===== src/rtl/dnn_fxp_pkg.sv =====
// Shared fixed-point helpers for the DNN datapath: format arithmetic and
// the rounding-mode type.
package dnn_fxp_pkg;

  typedef enum logic {
    RND_TRUNC   = 1'b0,
    RND_HALF_UP = 1'b1
  } rnd_mode_e;

  function automatic int unsigned fxp_frac(input int unsigned width,
                                           input int unsigned int_bits);
    return width - 1 - int_bits;
  endfunction

  function automatic longint fxp_max_pos(input int unsigned width);
    return (longint'(1) << (width - 1)) - 1;
  endfunction

  function automatic longint fxp_min_neg(input int unsigned width);
    return -(longint'(1) << (width - 1));
  endfunction

endpackage


===== src/rtl/fxp_round_sat.sv =====
// Rescales a full-precision signed product back to the operand format:
// optional round-half-up, arithmetic shift by frac, then saturation.
module fxp_round_sat
  import dnn_fxp_pkg::*;
#(
  parameter int unsigned width    = 12,
  parameter int unsigned int_bits = 3
) (
  input  logic [2*width-1:0] raw,
  input  logic               round_en,
  output logic [width-1:0]   result,
  output logic               sat
);

  localparam int unsigned FRAC = fxp_frac(width, int_bits);
  localparam int unsigned XW   = 2 * width + 1;
  localparam int unsigned HSH  = (FRAC > 0) ? FRAC - 1 : 0;
  localparam logic signed [XW-1:0] HALF = (FRAC > 0) ? (XW'(1) << HSH) : '0;
  localparam logic signed [XW-1:0] MAXV = XW'(fxp_max_pos(width));
  localparam logic signed [XW-1:0] MINV = XW'(fxp_min_neg(width));

  logic signed [XW-1:0] ext;
  logic signed [XW-1:0] rnd;
  logic signed [XW-1:0] shf;

  // One guard bit above the product keeps the rounding add from overflowing.
  always_comb begin
    ext    = {raw[2*width-1], raw};
    rnd    = round_en ? ext + HALF : ext;
    shf    = rnd >>> FRAC;
    result = shf[width-1:0];
    sat    = 1'b0;
    if (shf > MAXV) begin
      result = MAXV[width-1:0];
      sat    = 1'b1;
    end else if (shf < MINV) begin
      result = MINV[width-1:0];
      sat    = 1'b1;
    end
  end

endmodule


===== src/rtl/multiplier_array_pipe.sv =====
// z-lane signed fixed-point multiplier: 2-stage valid/ready pipeline with
// round/saturate, sticky per-lane saturation flags and a saturating event counter.
module multiplier_array_pipe
  import dnn_fxp_pkg::*;
#(
  parameter int unsigned z         = 4,
  parameter int unsigned width     = 12,
  parameter int unsigned int_bits  = 3,
  parameter int unsigned cnt_width = 16
) (
  input  logic                 clk,
  input  logic                 reset_n,
  input  logic                 in_valid,
  output logic                 in_ready,
  input  logic [width-1:0]     a [z],
  input  logic [width-1:0]     b [z],
  input  logic                 round_en,
  output logic                 out_valid,
  input  logic                 out_ready,
  output logic [width-1:0]     p [z],
  output logic [z-1:0]         sat_lane,
  output logic [cnt_width-1:0] sat_count,
  input  logic                 clear_stats
);

  localparam int unsigned PW = cnt_width + $clog2(z + 1);
  localparam logic [PW-1:0] CNT_MAX = PW'({cnt_width{1'b1}});

  logic                 s1_valid_q, s1_valid_d;
  logic [2*width-1:0]   s1_prod_q [z];
  logic [2*width-1:0]   s1_prod_d [z];
  rnd_mode_e            s1_rnd_q, s1_rnd_d;
  logic                 s2_valid_q, s2_valid_d;
  logic [width-1:0]     s2_p_q [z];
  logic [width-1:0]     s2_p_d [z];
  logic [z-1:0]         s2_sat_q, s2_sat_d;
  logic [z-1:0]         sat_lane_q, sat_lane_d;
  logic [cnt_width-1:0] sat_count_q, sat_count_d;

  logic [width-1:0]     rs_result [z];
  logic [z-1:0]         rs_sat;
  logic                 s2_load, accept, deliver;
  logic [PW-1:0]        pop, sum;

  always_comb begin
    s2_load  = !s2_valid_q || out_ready;
    in_ready = !s1_valid_q || s2_load;
    accept   = in_valid && in_ready;
    deliver  = s2_valid_q && out_ready;
  end

  always_comb begin
    s1_valid_d = s1_valid_q;
    s1_rnd_d   = s1_rnd_q;
    s1_prod_d  = s1_prod_q;
    if (accept) begin
      s1_valid_d = 1'b1;
      s1_rnd_d   = round_en ? RND_HALF_UP : RND_TRUNC;
      for (int unsigned i = 0; i < z; i++)
        s1_prod_d[i] = (2*width)'($signed(a[i])) * (2*width)'($signed(b[i]));
    end else if (s2_load) begin
      s1_valid_d = 1'b0;
    end
  end

  for (genvar i = 0; i < z; i++) begin : g_lane
    fxp_round_sat #(
      .width    (width),
      .int_bits (int_bits)
    ) u_round_sat (
      .raw      (s1_prod_q[i]),
      .round_en (s1_rnd_q == RND_HALF_UP),
      .result   (rs_result[i]),
      .sat      (rs_sat[i])
    );
  end

  always_comb begin
    s2_valid_d = s2_load ? s1_valid_q : s2_valid_q;
    s2_p_d     = s2_p_q;
    s2_sat_d   = s2_sat_q;
    if (s2_load && s1_valid_q) begin
      s2_p_d   = rs_result;
      s2_sat_d = rs_sat;
    end
  end

  // Clear takes priority over any events delivered in the same cycle.
  always_comb begin
    pop = '0;
    for (int unsigned i = 0; i < z; i++)
      pop = pop + PW'(s2_sat_q[i]);
    sum         = PW'(sat_count_q) + pop;
    sat_lane_d  = sat_lane_q;
    sat_count_d = sat_count_q;
    if (clear_stats) begin
      sat_lane_d  = '0;
      sat_count_d = '0;
    end else if (deliver) begin
      sat_lane_d  = sat_lane_q | s2_sat_q;
      sat_count_d = (sum > CNT_MAX) ? '1 : sum[cnt_width-1:0];
    end
  end

  always_ff @(posedge clk or negedge reset_n) begin
    if (!reset_n) begin
      s1_valid_q  <= 1'b0;
      s1_rnd_q    <= RND_TRUNC;
      s2_valid_q  <= 1'b0;
      s2_sat_q    <= '0;
      sat_lane_q  <= '0;
      sat_count_q <= '0;
      for (int unsigned i = 0; i < z; i++) begin
        s1_prod_q[i] <= '0;
        s2_p_q[i]    <= '0;
      end
    end else begin
      s1_valid_q  <= s1_valid_d;
      s1_rnd_q    <= s1_rnd_d;
      s1_prod_q   <= s1_prod_d;
      s2_valid_q  <= s2_valid_d;
      s2_p_q      <= s2_p_d;
      s2_sat_q    <= s2_sat_d;
      sat_lane_q  <= sat_lane_d;
      sat_count_q <= sat_count_d;
    end
  end

  assign out_valid = s2_valid_q;
  assign p         = s2_p_q;
  assign sat_lane  = sat_lane_q;
  assign sat_count = sat_count_q;

endmodule


===== config.mk =====
export PLATFORM = sky130hd
export DESIGN_NAME = multiplier_array_pipe
export DESIGN_NICKNAME = d
export VERILOG_FILES = /design/src/rtl/dnn_fxp_pkg.sv /design/src/rtl/fxp_round_sat.sv /design/src/rtl/multiplier_array_pipe.sv
export SDC_FILE = /design/constraint.sdc
export NUM_CORES = 2
export LEC_CHECK = 0
export BUFFER_PORTS_ARGS = -buffer_cell sky130_fd_sc_hd__buf_2
export CORE_MARGIN = 4
export CORE_UTILIZATION = 60
export CTS_BUF_LIST = sky130_fd_sc_hd__clkbuf_2
export CTS_CLUSTER_DIAMETER = 60
export CTS_CLUSTER_SIZE = 14
export DETAILED_ROUTE_END_ITERATION = 10
export PLACE_DENSITY = 0.79
export SLEW_MARGIN = 20
export SYNTH_ARGS = -nofsm -noshare
export SYNTH_HDL_FRONTEND = slang
export SYNTH_HIERARCHICAL = 1
export SYNTH_SLANG_ARGS = --single-unit

===== constraint.sdc =====
create_clock -name clk -period 5.55 [get_ports clk]
set_clock_uncertainty 0.2 [all_clocks]
set_input_delay 0.8325 -clock clk [delete_from_list [all_inputs] [get_ports clk]]
set_output_delay 0.8325 -clock clk [all_outputs]
set_load 0.02 [all_outputs]

Yosys cells after proc, flatten, opt, wreduce, memory -nomap -nowiden --
Cells that the tools add are included.
Word-level totals: bits in registers 171, logic and storage cells 73, output and inout port bits 70, input port bits 102
Operators by class: muxes and demuxes 28, reduce and logical (&&, ||, !) cells 9, bitwise logic cells 1, order comparisons 9, add/subtract/negate cells 8, multiply operators 4
Operators with widths (count):
- $add 24x9->25 const B | 4
- $mux 25 | 4
- $mul 12x12->24 | 4
- $mux 12 | 8
- $gt 17x12->1 const B | 4
- $lt 17x12->1 const B | 4
- $mux 16 | 3
- $add 16x4->17 | 1
- $gt 17x16->1 const B | 1
- $mux 1 | 11
- $mux 4 | 2
- $add 3x1->4 | 1
- $or 4x4->4 | 1
- $reduce_bool 2->1 | 2
- $add 2x1->3 | 1
- $logic_and 1x1->1 | 3
- $add 1x1->2 | 1
- $logic_not 1->1 | 2
- $logic_or 1x1->1 | 2

Depth between registers and ports, before layout --
depth in word-level cells 8, mapped depth 21

Hierarchy --
The synthesis kept the hierarchy.
By module, submodules not included:
- multiplier_array_pipe | sequential area each 4279.1 um^2, times used 1, cells each 3077, area an instance 28298.4 um^2
- fxp_round_sat | sequential area each 0.0 um^2, times used 4, cells each 74, area an instance 598.1 um^2

Worst setup path before layout --
OpenSTA, ideal clock, no wires.
path type input to register, start point in b[24] (netlist name), end point reg s1_prod_q[70] (netlist name), data required time 5.226 ns, slack -0.416 ns, data arrival time 5.642 ns, cell stages on the path 20, path through clkbuf_1 > nand2_1 > fa_1 > inv_1 > ha_1 > inv_1 > fa_1 > inv_1 > fa_1 > inv_1 > fa_1 > inv_1 > ha_1 > a21o_1 > a211oi_1 > o21bai_1 > or3_1 > a211oi_1 > nor4_1 > a211o_1
Between the ends: longest elaborated chain between the ends 1
Ends and longest elaborated chain:
- start, declared | RTL line multiplier_array_pipe.sv:16 | input logic [width-1:0] b [z],
- $mul 12x12->24 | RTL line multiplier_array_pipe.sv:60 | s1_prod_d[i] = (2*width)'($signed(a[i])) * (2*width)'($signed(b[i]));
- end signal, assigned | RTL line multiplier_array_pipe.sv:120 | s1_prod_q <= s1_prod_d;
- end, declared | RTL line multiplier_array_pipe.sv:30 | logic [2*width-1:0] s1_prod_q [z];
Every way passes these cells. A chain may end at the register's enable or synchronous reset.

Worst setup path in the final report --
start point in a[42] (netlist name), end point reg s1_prod_q[92] (netlist name)
Between the ends: longest elaborated chain between the ends 1
Ends and longest elaborated chain:
- start, declared | RTL line multiplier_array_pipe.sv:15 | input logic [width-1:0] a [z],
- $mul 12x12->24 | RTL line multiplier_array_pipe.sv:60
Every way passes these cells.

==> results.toml <==
[run_status]
status = "completed"

[grt]
grt_pass1_vias = 24260
grt_util_all_layers_pct = 25.0
grt_pass1_wl_mm = 112
antenna_found_initial = 1
grt_max_degree = 101
grt-ovfl-total = 0

[route]
drtAntennaViolNets = 0
via_per_inst = 5.26
firstDrtPassIters = 5
drt_iter0_drc = 1104
drc = 0
drt-wirelength-per-cell_um = 14.6
wl_mm = 63.5
vias = 22889

[sta]
rsz0062_at_grt = "no"
setup_viol = 0
fin_tns_setup_ns = 0
min_period_ns = 5.14
slew_violations = 0
final-hold-violation-count = 0
fmax_mhz = 195
period_share_pct = 92.5
slew-limit-headroom_pct = 25.9
max_slew.worst_pin.slew_ns = 1.10
finalHoldWorstSlack_ns = 0.142

[cells_and_area]
fin_cells = 4349
area_growth_pct = 14.7
nNetsFinal = 4537
fillers = 3816
final_util_pct = 69.5
drive_above_1_share_pct = 19.8

[clocking]
tritoncts = "built"
clk_latency_ns = 0.76
cts_buffer_depth = 2
clock_sinks = 143
numCtsBuffers = 17
h-tree-depth = 4
ctsResizeCount = 0
root_buffer = "clkbuf_2"
clk_pin_slew_ns = 0.25

[placement]
port_buffers = 171
gp_congestion = 0.905
dp.cells = 4315
dp_hpwl_mm = 55.0

[synth]
syn_avg_cell_area_sq_um = 9.10
ys_warn_count = 6
syn_nets = 4127
synth_area_sq_um = 29700
syn_inst = 3261

[power]
power_density_nw_per_um2 = 650
p_int_mw = 11.3
switching_share_pct = 48.8
pwr-share-seq_pct = 9.5
pwr-share-comb_pct = 87.5
irDropWorstVdd_uv = 570
total_leakage_power_nw = 17.4
p_clk_share_pct = 3.0
switchingPower_mw = 10.8

[setup_path]
r2r_end = "p[0]"
r2r_setup_slack_ns = 2.02
critPathKind = "input port to flip-flop"
timing.rr.start = "s1_rnd_q"
r2r_cells = 6
cp-start-kind = "input port"
critPathRequiredTime_ns = 6.00
end_kind = "flip-flop"
worstPathArrival_ns = 5.58
worstPathMaxFanout = 10

[run]
cap_violations = 0

[min_path]
min_path_type = "input port to flip-flop"
hold_depth = 3
holdPathEnd = "s1_rnd_q"
hp-start = "round_en"

[floorplan]
dieArea_sq_um = 53100
initial_core_util_pct = 60.6
die_y_um = 230
floorplan.rows = 81
die_w_um = 230
ios = 172
core-area_sq_um = 49000
==> through the flow <==
stage                     worst slack (ns)  power [mW]  area (sq um)
final                                0.414        22.1         34000
after global routing                 0.157        25.0         34000
after CTS                            0.480        22.3         34000
after detailed placement            -0.383        21.5         33700
after global placement              -0.247        20.8         33700
after floorplan                  -0.000194        15.0         30000
==> placed cells by master (no fill, tap or decap), drive strengths merged, types with 10 or more instances in the layout <==
cell and instances:
a211oi 24, a21o 22, a21oi 55, a31oi 16, and2 167, and3 12, buf 532, clkbuf 17
dfrtp 143, fa 555, ha 209, inv 719, mux2 58, mux2i 10, nand2 479, nand2b 29
nand3 43, nand4 21, nor2 105, nor3 35, nor4 15, o211ai 51, o21a 18, o21ai 94
o31ai 17, or2 11, or3 11, xnor2 75, xor2 47
==> flip-flops by register name, summed over array words and instances (netlist names) <==
signal / cells
s1_prod_q: 68
p: 48
sat_count: 16
s2_sat_q: 4
sat_lane: 4
out_valid: 1
s1_rnd_q: 1
s1_valid_q: 1
==> power groups by stage <==
stage / clock network (mW) / registers [mW] / logic, mW
4_1_cts: 0.697 / 2.10 / 19.5
2_1_floorplan: 0 / 2.19 / 12.8
6_report: 0.668 / 2.10 / 19.4
5_1_grt: 0.734 / 2.18 / 22.1
3_5_place_dp: 0 / 2.13 / 19.4
3_3_place_gp: 0 / 2.11 / 18.7
==> cell type report <==
type	instances	area, sq um	share of cell area (%)
sequential	143	3580	10.5
clock buffer	17	85.1	0.250
timing repair buffer	533	3670	10.8
multi-input combinational	2263	23000	67.6
antenna	1	2.50	0.00736
tap	664	831	2.44
inverter	713	2680	7.88
clock inverter	15	165	0.486
==> routing by layer <==
layer / wire length [um] / track usage, % / part of all wire [%] / up-vias
met4: 1330 / 5.63 / 2.1 / 0
met3: 2660 / 2.43 / 4.2 / 88
met5: 0 / 0 / 0 / -
met2: 32800 / 44.7 / 52 / 473
met1: 26700 / 33.3 / 42 / 11505
li1: - / - / - / 10823
==> timing repair <==
action / in CTS / in global routing
hold endpoints to repair: 99 / 0
buffers inserted: 0 / 0
hold buffers: 1 / 0
==> worst max-delay path, cell delays in order <==
cell and delay (ns):
buf_2 0.24, nand2_1 0.12, fa_1 0.55, fa_1 0.45, fa_1 0.56, inv_1 0.05
fa_1 0.48, inv_1 0.05, fa_1 0.47, inv_1 0.04, ha_1 0.20, or3_4 0.41
o211ai_1 0.28, a31oi_1 0.18, o21a_1 0.21, o21a_1 0.18, o31ai_1 0.27
==> worst max-delay path by stage <==
| stage | start | end | slack (ns) | cells past startpoint |
|---|---|---|---|---|
| global route | b[13] | s1_prod_q[42] | 0.16 | 19 |
| finish | a[42] | s1_prod_q[92] | 0.41 | 17 |
| detailed placement | b[39] | s1_prod_q[92] | -0.38 | 17 |
| CTS | b[39] | s1_prod_q[92] | 0.48 | 17 |
| floorplan | b[27] | s1_prod_q[70] | -0.0002 | 16 |
| global placement | b[13] | s1_prod_q[42] | -0.25 | 19 |
(Power assumes the default switching activity.)
